--- src/rtl/regfile_wr_arbiter.sv ---
// regfile_wr_arbiter: clears the register file after reset, then round-robin arbitrates two writeback ports
module regfile_wr_arbiter #(
    parameter int NUM_OF_SETS = 32,
    parameter int DATA_BUS_WIDTH = 32,
    localparam int AW = $clog2(NUM_OF_SETS)
) (
    input  logic                      clk,
    input  logic                      rst,
    input  logic                      a_valid,
    output logic                      a_ready,
    input  logic [AW-1:0]             a_addr,
    input  logic [DATA_BUS_WIDTH-1:0] a_data,
    input  logic                      b_valid,
    output logic                      b_ready,
    input  logic [AW-1:0]             b_addr,
    input  logic [DATA_BUS_WIDTH-1:0] b_data,
    output logic                      rf_wr_enable,
    output logic [AW-1:0]             rf_wr_addr,
    output logic [DATA_BUS_WIDTH-1:0] rf_wr_data,
    output logic                      init_done,
    output logic                      last_grant
);
    localparam logic [0:0] INIT = 1'b0;
    localparam logic [0:0] ARB  = 1'b1;
    logic [0:0]                state_q, state_d;
    logic [AW:0]               cnt_q, cnt_d;
    logic                      wr_en_q, wr_en_d;
    logic [AW-1:0]             wr_addr_q, wr_addr_d;
    logic [DATA_BUS_WIDTH-1:0] wr_data_q, wr_data_d;
    logic                      done_q, done_d;
    logic                      last_q, last_d;
    logic                      arb_on;
    assign arb_on  = rst && state_q == ARB;
    assign a_ready = arb_on && a_valid && (!b_valid || last_q);
    assign b_ready = arb_on && b_valid && (!a_valid || !last_q);
    assign rf_wr_enable = wr_en_q;
    assign rf_wr_addr   = wr_addr_q;
    assign rf_wr_data   = wr_data_q;
    assign init_done    = done_q;
    assign last_grant   = last_q;
    always_comb begin
        state_d   = state_q;
        cnt_d     = cnt_q;
        wr_en_d   = 1'b0;
        wr_addr_d = wr_addr_q;
        wr_data_d = wr_data_q;
        done_d    = done_q;
        last_d    = last_q;
        if (state_q == INIT) begin
            // counter carries one extra bit so the cycle after the last address is distinguishable
            if (cnt_q[AW]) begin
                state_d = ARB;
                done_d  = 1'b1;
            end else begin
                wr_en_d   = 1'b1;
                wr_addr_d = cnt_q[AW-1:0];
                wr_data_d = '0;
                cnt_d     = cnt_q + 1'b1;
            end
        end else if (a_ready) begin
            wr_en_d   = |a_addr;
            wr_addr_d = a_addr;
            wr_data_d = a_data;
            last_d    = 1'b0;
        end else if (b_ready) begin
            wr_en_d   = |b_addr;
            wr_addr_d = b_addr;
            wr_data_d = b_data;
            last_d    = 1'b1;
        end
    end
    always_ff @(posedge clk) begin
        if (!rst) begin
            state_q   <= INIT;
            cnt_q     <= '0;
            wr_en_q   <= 1'b0;
            wr_addr_q <= '0;
            wr_data_q <= '0;
            done_q    <= 1'b0;
            last_q    <= 1'b1;
        end else begin
            state_q   <= state_d;
            cnt_q     <= cnt_d;
            wr_en_q   <= wr_en_d;
            wr_addr_q <= wr_addr_d;
            wr_data_q <= wr_data_d;
            done_q    <= done_d;
            last_q    <= last_d;
        end
    end
endmodule

--- config.mk ---
export PLATFORM = sky130hd
export DESIGN_NAME = regfile_wr_arbiter
export DESIGN_NICKNAME = d
export VERILOG_FILES = /design/src/rtl/regfile_wr_arbiter.sv
export SDC_FILE = /design/constraint.sdc
export NUM_CORES = 1
export LEC_CHECK = 0
export ABC_AREA = 1
export CAP_MARGIN = 10
export CORE_MARGIN = 3
export CORE_UTILIZATION = 46
export DETAILED_ROUTE_END_ITERATION = 8
export GPL_ROUTABILITY_DRIVEN = 0
export PLACE_DENSITY = 0.86
export SETUP_SLACK_MARGIN = 0.2
export SLEW_MARGIN = 20
export SYNTH_ARGS = -nofsm -noshare
export SYNTH_HDL_FRONTEND = slang
export SYNTH_SLANG_ARGS = --single-unit
--- constraint.sdc ---
create_clock -name clk -period 2.5 [get_ports clk]
set_input_delay 0.25 -clock clk [delete_from_list [all_inputs] [get_ports clk]]
set_output_delay 0.25 -clock clk [all_outputs]
set_load 0.005 [all_outputs]
==> run summary, run 1 <==
vias in the first global route: 2833
Hold Fails Final Rpt: 0
power share of the clock group: 0.357
r2r setup slk: 0.67 ns
worst slack, placed: 0.337 ns
fillers: 465
Lkg Pwr: 1.83 nW
RSZ-0062 raised after global routing: no
critical path type: in -> out
maxcap violations: 0
gr ovfl total: 0
reg2reg end: rf_wr_data[5]
register area: 941 sq um
Reg2Reg Launch Point: last_grant
htree depth: 2
syn avg cell area: 6.48 sq um
CTS tree: done
share of layout cells above drive strength 1: 0.0779
critical hold path startpoint: init_done
predominant post-synthesis flop cell: dfxtp_1
total number of vias: 3019
post-CTS sizing: 0
post-synthesis mux area share: 0
Max Fanout on Critical Path: 20
final core utilization: 0.711
sw frac: 0.213
Worst Setup End Kind: output port
FF+latch count, synth: 47
Post-CTS Hold Buffers: 0
pin count of the biggest net entering global routing: 38
top-count cell post-synth: nand2_1
clock transition at the registers of the reported paths: 0.08 ns
CTS buffer count: 5
Crit path required time: 2.25 ns
HP Class: reg -> reg
max_slew headroom: 0.742
# Post-CTS Setup Buffers: 0
mapped cell area: 2800 sq um
Max IR drop VDD: 0.272 mV
CTS sink cnt: 47
# port buffers: 119
Hold EP: init_done
crit path time final: 2.07 ns
Post-synth EDFFs: 0
Final TNS setup: 0 ns
post-route setup slack: 0.426 ns
Netlist cell types: 25
sequential fraction of the synthesis area: 0.336
initial antenna violation count: 0
R2R depth: 6
area delta synth->final: 45.1%
Comb power frac: 0.137
Mapped Nets: 511
CTS Buffer Depth: 2
HPWL after DPL: 5850 microns
diodes inserted: 0
Die Width: 84.0 microns
die height: 84.0 microns
dominant cells by area after synthesis: dfxtp_1 34%, nand2_1 15%, inv_1 11%
Async SR Flop Fraction: 0
commonest cells in the netlist: 109 x nand2_1, 84 x inv_1, 47 x dfxtp_1
drt total wl: 7880 microns
Core Area: 5710 sq um
DRT iter0 DRCs: 187
worst-skew pair later-pin latency: 0.30 ns
router iterations before antenna repair: 4
Clock Skew: 0.00693 ns
Pint: 1.19 mW
Root Driver: clkbuf_8
Detail Route Antenna Nets: 0
worst hold stages: 2
synthesized-area fraction occupied by and/or/nand/nor cells: 0.403
Post-Synth Adder-Cell Area: 0.00447
Top-Level Pins: 120
Yosys top cell by area: dfxtp_1
Remaining DRCs: 0
overall routing resource usage: 0.226
NetSw: 321 uW
Tot Pwr: 1.51 mW
WP data arrival: 1.82 ns
area of the multi-input gates: 1360 sq um
die area: 7060 sq um
power share of the sequential group: 0.506
PwrDens: 371 nW/um^2
period utilization: 0.830
Startpoint Class: input pin
XOR/XNOR Fraction of Synth Area: 0
largest family of logic cells by synthesized area: simple AND/OR/NAND/NOR gates
Yosys top cell area share: 0.336
first-pass GRT wire length: 13100 microns
num rows: 27
fmax: 482 MHz
result of the run: complete, no violations
nets: 618
Starting Density: 0.490
worst-margin pin slew: 0.387 ns
Vias/cell: 4.94
post-synthesis compound-gate area fraction: 0.0769
Ys Warns: 0
final setup vio count: 0
Synth Instances: 432
Final Max Tran Viols: 0
wire length per cell: 12.9 microns
==> state kept, by name, summed over array words and instances (netlist names) <==
register,flops
rf_wr_data,32
init_done,1
state_q,1
cnt_q,6
rf_wr_addr,5
rf_wr_enable,1
last_grant,1
==> critical path, cell delays in order <==
cell,delay [ns]
clkdlybuf4s50_1,0.53
buf_4,0.25
nand3_1,0.11
nor2_2,0.13
clkdlybuf4s50_1,0.54
==> worst max path at each step <==
stage | slack (ns) | cells past startpoint | startpoint | end
2_1_floorplan | 1.27 | 9 | state_q | rf_wr_addr[0]
3_3_place_gp | 0.41 | 8 | rst | rf_wr_data[2]
3_5_place_dp | 0.34 | 8 | rst | rf_wr_data[5]
4_1_cts | 0.41 | 5 | rst | a_ready
5_1_grt | 0.36 | 5 | rst | a_ready
6_report | 0.43 | 5 | rst | a_ready
==> layer usage <==
metal  up-vias  global-route usage  share of wire
li1       1545                   -              -
met1      1348               0.277           0.42
met2       109               0.397           0.50
met3        17              0.0355          0.052
met4         0              0.0804          0.026
met5         -                   0              0
==> final cells by class <==
type / count / area share
Clock buffer: 6 / 0.0179
Clock inverter: 1 / 0.00739
Inverter: 85 / 0.0786
Multi-Input combinational cell: 273 / 0.334
Sequential cell: 47 / 0.232
Tap cell: 72 / 0.0222
Timing Repair Buffer: 127 / 0.308
==> placed cells by master, fill, tap and decap left out, types with 11 or more instances in the layout <==
master and n:
clkdlybuf4s50_1 119, nand2_1 109, inv_1 84, dfxtp_1 47
nor2_1 39, nand4_1 29, a21oi_1 28, nand3_1 23
nand3_2 11, o21ai_0 11
==> power by group through the flow <==
stage | logic (mW) | registers [mW] | clock network, mW
floorplan | 0.0638 | 0.779 | 0
global placement | 0.201 | 0.779 | 0
detailed placement | 0.205 | 0.779 | 0
CTS | 0.207 | 0.762 | 0.547
global route | 0.228 | 0.763 | 0.569
finish | 0.207 | 0.762 | 0.537
==> logic make-up after synthesis <==
logic type                 count (synthesis)
and+or+nand+nor                          230
buffers and inverters                    112
DFF                                       47
AOI/OAI and AO/OA                         42
adders and majority gates                  1
==> per-stage QoR <==
stage | hold WS [ns] | cell area [sq um] | cells
2_1_floorplan | 0.460 | 2800 | 432
3_3_place_gp | 0.460 | 3960 | 604
5_1_grt | 0.522 | 4060 | 611
3_5_place_dp | 0.460 | 3960 | 604
4_1_cts | 0.490 | 4060 | 611
6_report | 0.485 | 4060 | 611
(Power assumes the default switching activity.)
==> inputs of run 2 (changes only) <==
- CORE_UTILIZATION: 46 -> 43
- PLACE_DENSITY: 0.86 -> 0.81
- clock period: 2.5 -> 2 ns (I/O delays scaled with it)
==> run 2 against run 1 <==
  * The run now ends with design-rule violations left
  * Routed wire length is 2.2% higher
  * Register-to-register slack worse by 0.29 ns
  * Cell count is 1.1% higher
  * Sequential cell count stayed put
  * Combinational power is 25% higher
  * Largest cell class unchanged
==> run summary, run 2 (synthesis results as in run 1) <==
result of the run: finished with violations (was complete, no violations)
failing checks: design-rule violations
HPWL after DPL: 6120 microns (was 5850 microns)
Vias/cell: 4.93 (was 4.94)
maxcap violations: 0 (unchanged)
die area: 7510 sq um (was 7060 sq um)
critical path type: in -> out (unchanged)
first-pass GRT wire length: 13200 microns (was 13100 microns)
CTS Buffer Depth: 2 (unchanged)
pin count of the biggest net entering global routing: 29 (was 38)
CTS tree: done (unchanged)
CTS buffer count: 5 (unchanged)
worst-skew pair later-pin latency: 0.29 ns (was 0.30 ns)
commonest non-fill, non-tap cell in the layout: clkdlybuf4s50_1 (unchanged)
WP data arrival: 1.50 ns (was 1.82 ns)
vias in the first global route: 2916 (was 2833)
CTS sink cnt: 47 (unchanged)
initial antenna violation count: 0 (unchanged)
htree depth: 2 (unchanged)
Root Driver: clkbuf_8 (unchanged)
Final TNS setup: 0 ns (unchanged)
clock transition at the registers of the reported paths: 0.08 ns (about the same)
num rows: 28 (was 27)
Lkg Pwr: 1.84 nW (was 1.83 nW)
share of layout cells above drive strength 1: 0.0829 (was 0.0779)
Final Max Tran Viols: 0 (unchanged)
Crit path required time: 1.80 ns (was 2.25 ns)
Startpoint Class: input pin (unchanged)
post-route setup slack: 0.305 ns (was 0.426 ns)
final setup vio count: 0 (unchanged)
total number of vias: 3048 (was 3019)
met3 usage: 0.0390 (was 0.0355)
PwrDens: 430 nW/um^2 (was 371 nW/um^2)
die height: 86.7 microns (was 84.0 microns)
wire length per cell: 13.0 microns (was 12.9 microns)
worst slack, placed: -0.0368 ns (was 0.337 ns)
overall routing resource usage: 0.213 (was 0.226)
met1 GRT Util: 0.260 (was 0.277)
Die Width: 86.7 microns (was 84.0 microns)
fmax: 590 MHz
Clock Skew: 0.00528 ns (was 0.00693 ns)
worst-margin pin slew: 0.330 ns (was 0.387 ns)
Hold Fails Final Rpt: 0 (unchanged)
area delta synth->final: 45.5% (was 45.1%)
# port buffers: 119 (unchanged)
RSZ-0062 raised after global routing: no (unchanged)
most frequent cells in the layout: 117 x clkdlybuf4s50_1, 109 x nand2_1, 84 x inv_1 (was 119 x clkdlybuf4s50_1, 109 x nand2_1, 84 x inv_1)
period utilization: 0.848
drt total wl: 8060 microns (was 7880 microns)
router iterations before antenna repair: 8 (was 4)
nets: 621 (was 618)
M2 GR Usage: 0.382 (was 0.397)
Starting Density: 0.459 (was 0.490)
Detail Route Antenna Nets: 0 (unchanged)
HP Class: in -> reg (was reg -> reg)
max reg flops: 32 (unchanged)
Worst Setup End Kind: output port (unchanged)
max_slew headroom: 0.780 (was 0.742)
gr ovfl total: 0 (unchanged)
Max IR drop VDD: 0.405 mV (was 0.272 mV)
Max Fanout on Critical Path: 3 (was 20)
Top-Level Pins: 120 (unchanged)
diodes inserted: 0 (unchanged)
Remaining DRCs: 1 (was 0)
Core Area: 6100 sq um (was 5710 sq um)
Most Used Layer, Global Route: met2 (unchanged)
crit path time final: 1.70 ns
DRT iter0 DRCs: 171 (was 187)
[run 2: cell count changes in the layout (fill, tap and decap cells not counted)]
cell / change
clkinv_2: +1
buf_4: +3
nand3_4: +1
clkdlybuf4s50_1: -2
bufinv_16: -1
nand3_2: -1
dlygate4sd2_1: +2
clkbuf_1: +1
[run 2: cell type report]
cell class                      count  area (sq um)
Sequential cell                    47           941
Clock inverter                      1          5.00
Multi-Input combinational cell    273          1370
Timing Repair Buffer              130          1270
Fill cell                         541          2020
Clock buffer                        7          76.3
Inverter                           85           319
Tap cell                           75          93.8
[run 2: worst paths after layout]
check,startpoint,to,slack (ns),cells past startpoint
setup / recovery,b_valid,a_ready,0.30,5
hold / removal,rst,last_grant,0.40,2
setup reg to reg,state_q,rf_wr_addr[2],0.38,7
hold reg to reg,init_done,init_done,0.49,2
[run 2: report_power, final]
group / switching (mW) / internal [mW] / total [mW]
Clock: 0.295 / 0.246 / 0.541
Combinational: 0.0882 / 0.169 / 0.258
Sequential: 0.00798 / 0.944 / 0.952
[run 2: worst max-delay path, stage by stage]
cell and delay (ns):
clkdlybuf4s50_1 0.45, inv_1 0.11, nor2_1 0.06, nor2_2 0.15, clkdlybuf4s50_1 0.53
[run 2: stage by stage]
step / instance area (sq um) / cells / hold WS, ns / util / total power [mW]
after global placement: 3990 / 610 / 0.461 / 0.654 / 1.23
after floorplan: 2800 / 432 / 0.439 / - / 1.05
final: 4070 / 618 / 0.396 / 0.668 / 1.75
after CTS: 4060 / 618 / 0.403 / 0.667 / 1.76
after detailed placement: 3990 / 610 / 0.476 / 0.654 / 1.23
after global routing: 4070 / 618 / 0.427 / 0.668 / 1.84
[run 2: metal layers]
metal  vias to the layer above  part of all wire
met5                         -                 0
met4                         0             0.013
met3                        10             0.061
met2                       112              0.53
met1                      1370              0.40
li1                       1556                 -
[run 2: timing repair]
action	4_1_cts	5_1_grt
hold buffers	0	0
setup endpoints to repair	2	12
buffers inserted	0	0
cloned	0	0
resized for setup	2	1
==> inputs of run 3 (changes only) <==
- clock period: 2 -> 1.7 ns (I/O delays scaled with it)
==> run 3 against run 2 <==
  * The flow now finishes without violations
  * Core utilization up 2.2 points
  * Critical endpoint is now b_ready
  * Sequential share of layout area down 0.71 points
  * Critical path depth unchanged
  * Worst hold slack better by 0.096 ns
  * First-iteration DRC count down 29%
  * Cell count up 1.5%
  * Register-to-register slack worse by 0.03 ns
==> run summary, run 3 (synthesis results as in run 1) <==
final setup vio count: 0 (unchanged)
Worst path most repeated cell: nand2_4 (was clkdlybuf4s50_1)
slowest stage cell on the critical path: dfxtp_2 (was clkdlybuf4s50_1)
overall routing resource usage: 0.218 (was 0.213)
NetSw: 490 uW (was 391 uW)
commonest non-fill, non-tap cell in the layout: clkdlybuf4s50_1 (unchanged)
Comb power frac: 0.135 (was 0.147)
num rows: 28 (unchanged)
WP buf/inv: 2 (was 3)
Detail Route Antenna Nets: 0 (unchanged)
post-route setup slack: 0.261 ns (was 0.305 ns)
Min Hold Slack: 0.492 ns (was 0.396 ns)
Vias/cell: 4.88 (was 4.93)
worst-margin pin slew: 0.257 ns (was 0.330 ns)
max reg flops: 32 (unchanged)
Die Width: 86.7 microns (unchanged)
# Post-CTS Setup Buffers: 0 (unchanged)
CTS tree: done (unchanged)
fmax: 695 MHz
Worst Setup End Kind: output port (unchanged)
first-pass GRT wire length: 13400 microns (was 13200 microns)
Final Max Tran Viols: 0 (unchanged)
area delta synth->final: 50.2% (was 45.5%)
Starting Density: 0.459 (unchanged)
Clock Skew: 0.00639 ns (was 0.00528 ns)
gr ovfl total: 0 (unchanged)
max_slew headroom: 0.829 (was 0.780)
die area: 7510 sq um (unchanged)
cell area after layout: 4210 sq um (was 4070 sq um)
worst slack, placed: -0.0621 ns (was -0.0368 ns)
pin count of the biggest net entering global routing: 28 (was 29)
crit path time final: 1.44 ns
PwrDens: 543 nW/um^2 (was 430 nW/um^2)
Max IR drop VDD: 0.795 mV (was 0.405 mV)
initial antenna violation count: 0 (unchanged)
critical path type: reg -> out (was in -> out)
CP Cell Sequence: nand2_4 -> nor2_4 -> nand2_4 -> inv_1 -> dlygate4sd2_1 (was clkdlybuf4s50_1 -> inv_1 -> nor2_1 -> nor2_2 -> clkdlybuf4s50_1)
WP data arrival: 1.27 ns (was 1.50 ns)
Core Area: 6100 sq um (unchanged)
max incr delay on CP: 0.39 ns (was 0.53 ns)
maxcap violations: 0 (unchanged)
period utilization: 0.846
most frequent cells in the layout: 116 x clkdlybuf4s50_1, 109 x nand2_1, 84 x inv_1 (was 117 x clkdlybuf4s50_1, 109 x nand2_1, 84 x inv_1)
diodes inserted: 0 (unchanged)
Layout Cells excl Fill: 627 (was 618)
Hold Fails Final Rpt: 0 (unchanged)
Final TNS setup: 0 ns (unchanged)
die height: 86.7 microns (unchanged)
result of the run: complete, no violations (was finished with violations)
# port buffers: 119 (unchanged)
# placed instances: 619 (was 610)
nets: 630 (was 621)
worst-skew pair later-pin latency: 0.30 ns (was 0.29 ns)
Startpoint Class: register (was input pin)
total number of vias: 3057 (was 3048)
HPWL after DPL: 6130 microns (was 6120 microns)
vias in the first global route: 3058 (was 2916)
power share of the sequential group: 0.491 (was 0.544)
Remaining DRCs: 0 (was 1)
power share of the clock group: 0.373 (was 0.309)
CTS sink cnt: 47 (unchanged)
Root Driver: clkbuf_8 (unchanged)
Top-Level Pins: 120 (unchanged)
drt total wl: 8020 microns (was 8060 microns)
Lkg Pwr: 1.92 nW (was 1.84 nW)
share of layout cells above drive strength 1: 0.103 (was 0.0829)
CTS Buffer Depth: 2 (unchanged)
Max Fanout on Critical Path: 3 (unchanged)
sw frac: 0.215 (was 0.223)
RSZ-0062 raised after global routing: no (unchanged)
clock transition at the registers of the reported paths: 0.08 ns (about the same)
Area after DPL: 4070 sq um (was 3990 sq um)
DRT iter0 DRCs: 121 (was 171)
HP Class: reg -> reg (was in -> reg)
Pint: 1.79 mW (was 1.36 mW)
CTS buffer count: 5 (unchanged)
Crit path required time: 1.53 ns (was 1.80 ns)
router iterations before antenna repair: 4 (was 8)
wire length per cell: 12.8 microns (was 13.0 microns)
critical path's top delay family: flip-flops (was buffers and inverters)
htree depth: 2 (unchanged)
-- run 3: metrics by stage --
step / utilization / power, mW
6_report: 0.690 / 2.28
5_1_grt: 0.690 / 2.37
4_1_cts: 0.687 / 2.28
3_5_place_dp: 0.667 / 1.45
3_3_place_gp: 0.667 / 1.45
2_1_floorplan: - / 1.24
-- run 3: path summary, 6_finish.rpt --
path / startpoint / to / slack, ns / cells after the start
max: state_q / b_ready / 0.26 / 5
min: rf_wr_data[27] / rf_wr_data[27] / 0.49 / 2
min reg2reg: rf_wr_data[27] / rf_wr_data[27] / 0.49 / 2
max reg2reg: state_q / rf_wr_data[10] / 0.35 / 6
-- run 3: layer usage --
layer  routed length (microns)  GRT usage  part of all wire  vias up
met4                       225     0.0949             0.028        0
met3                       367     0.0304             0.046       21
met1                      3400      0.272              0.42     1382
met2                      4030      0.375              0.50       82
met5                         0          0                 0        -
li1                          -          -                 -     1572
-- run 3: repair_timing --
action	4_1_cts	5_1_grt
setup endpoints to repair	3	21
gates resized for setup	5	4
hold buffers	0	0
-- run 3: tightest hold or removal path, stage by stage (launching register included) --
cell and delay [ns]:
dfxtp_1 0.31, nand4_1 0.08, a21oi_1 0.06
-- run 3: layout make-up --
cell class,count,area (sq um)
flip-flops and latches,47,942
well taps,75,93.8
inverters,85,319
fillers,514,1890
clock inverters,2,35.0
multi-input cells,273,1380
clock buffers,6,82.6
repair buffers,139,1360
-- run 3: power groups by stage --
stage                     clock [mW]  combinational (mW)  sequential [mW]
after detailed placement           0               0.308             1.15
after global routing           0.904               0.340             1.12
final                          0.852               0.309             1.12
after global placement             0               0.303             1.15
after CTS                      0.853               0.310             1.12
after floorplan                    0              0.0938             1.14
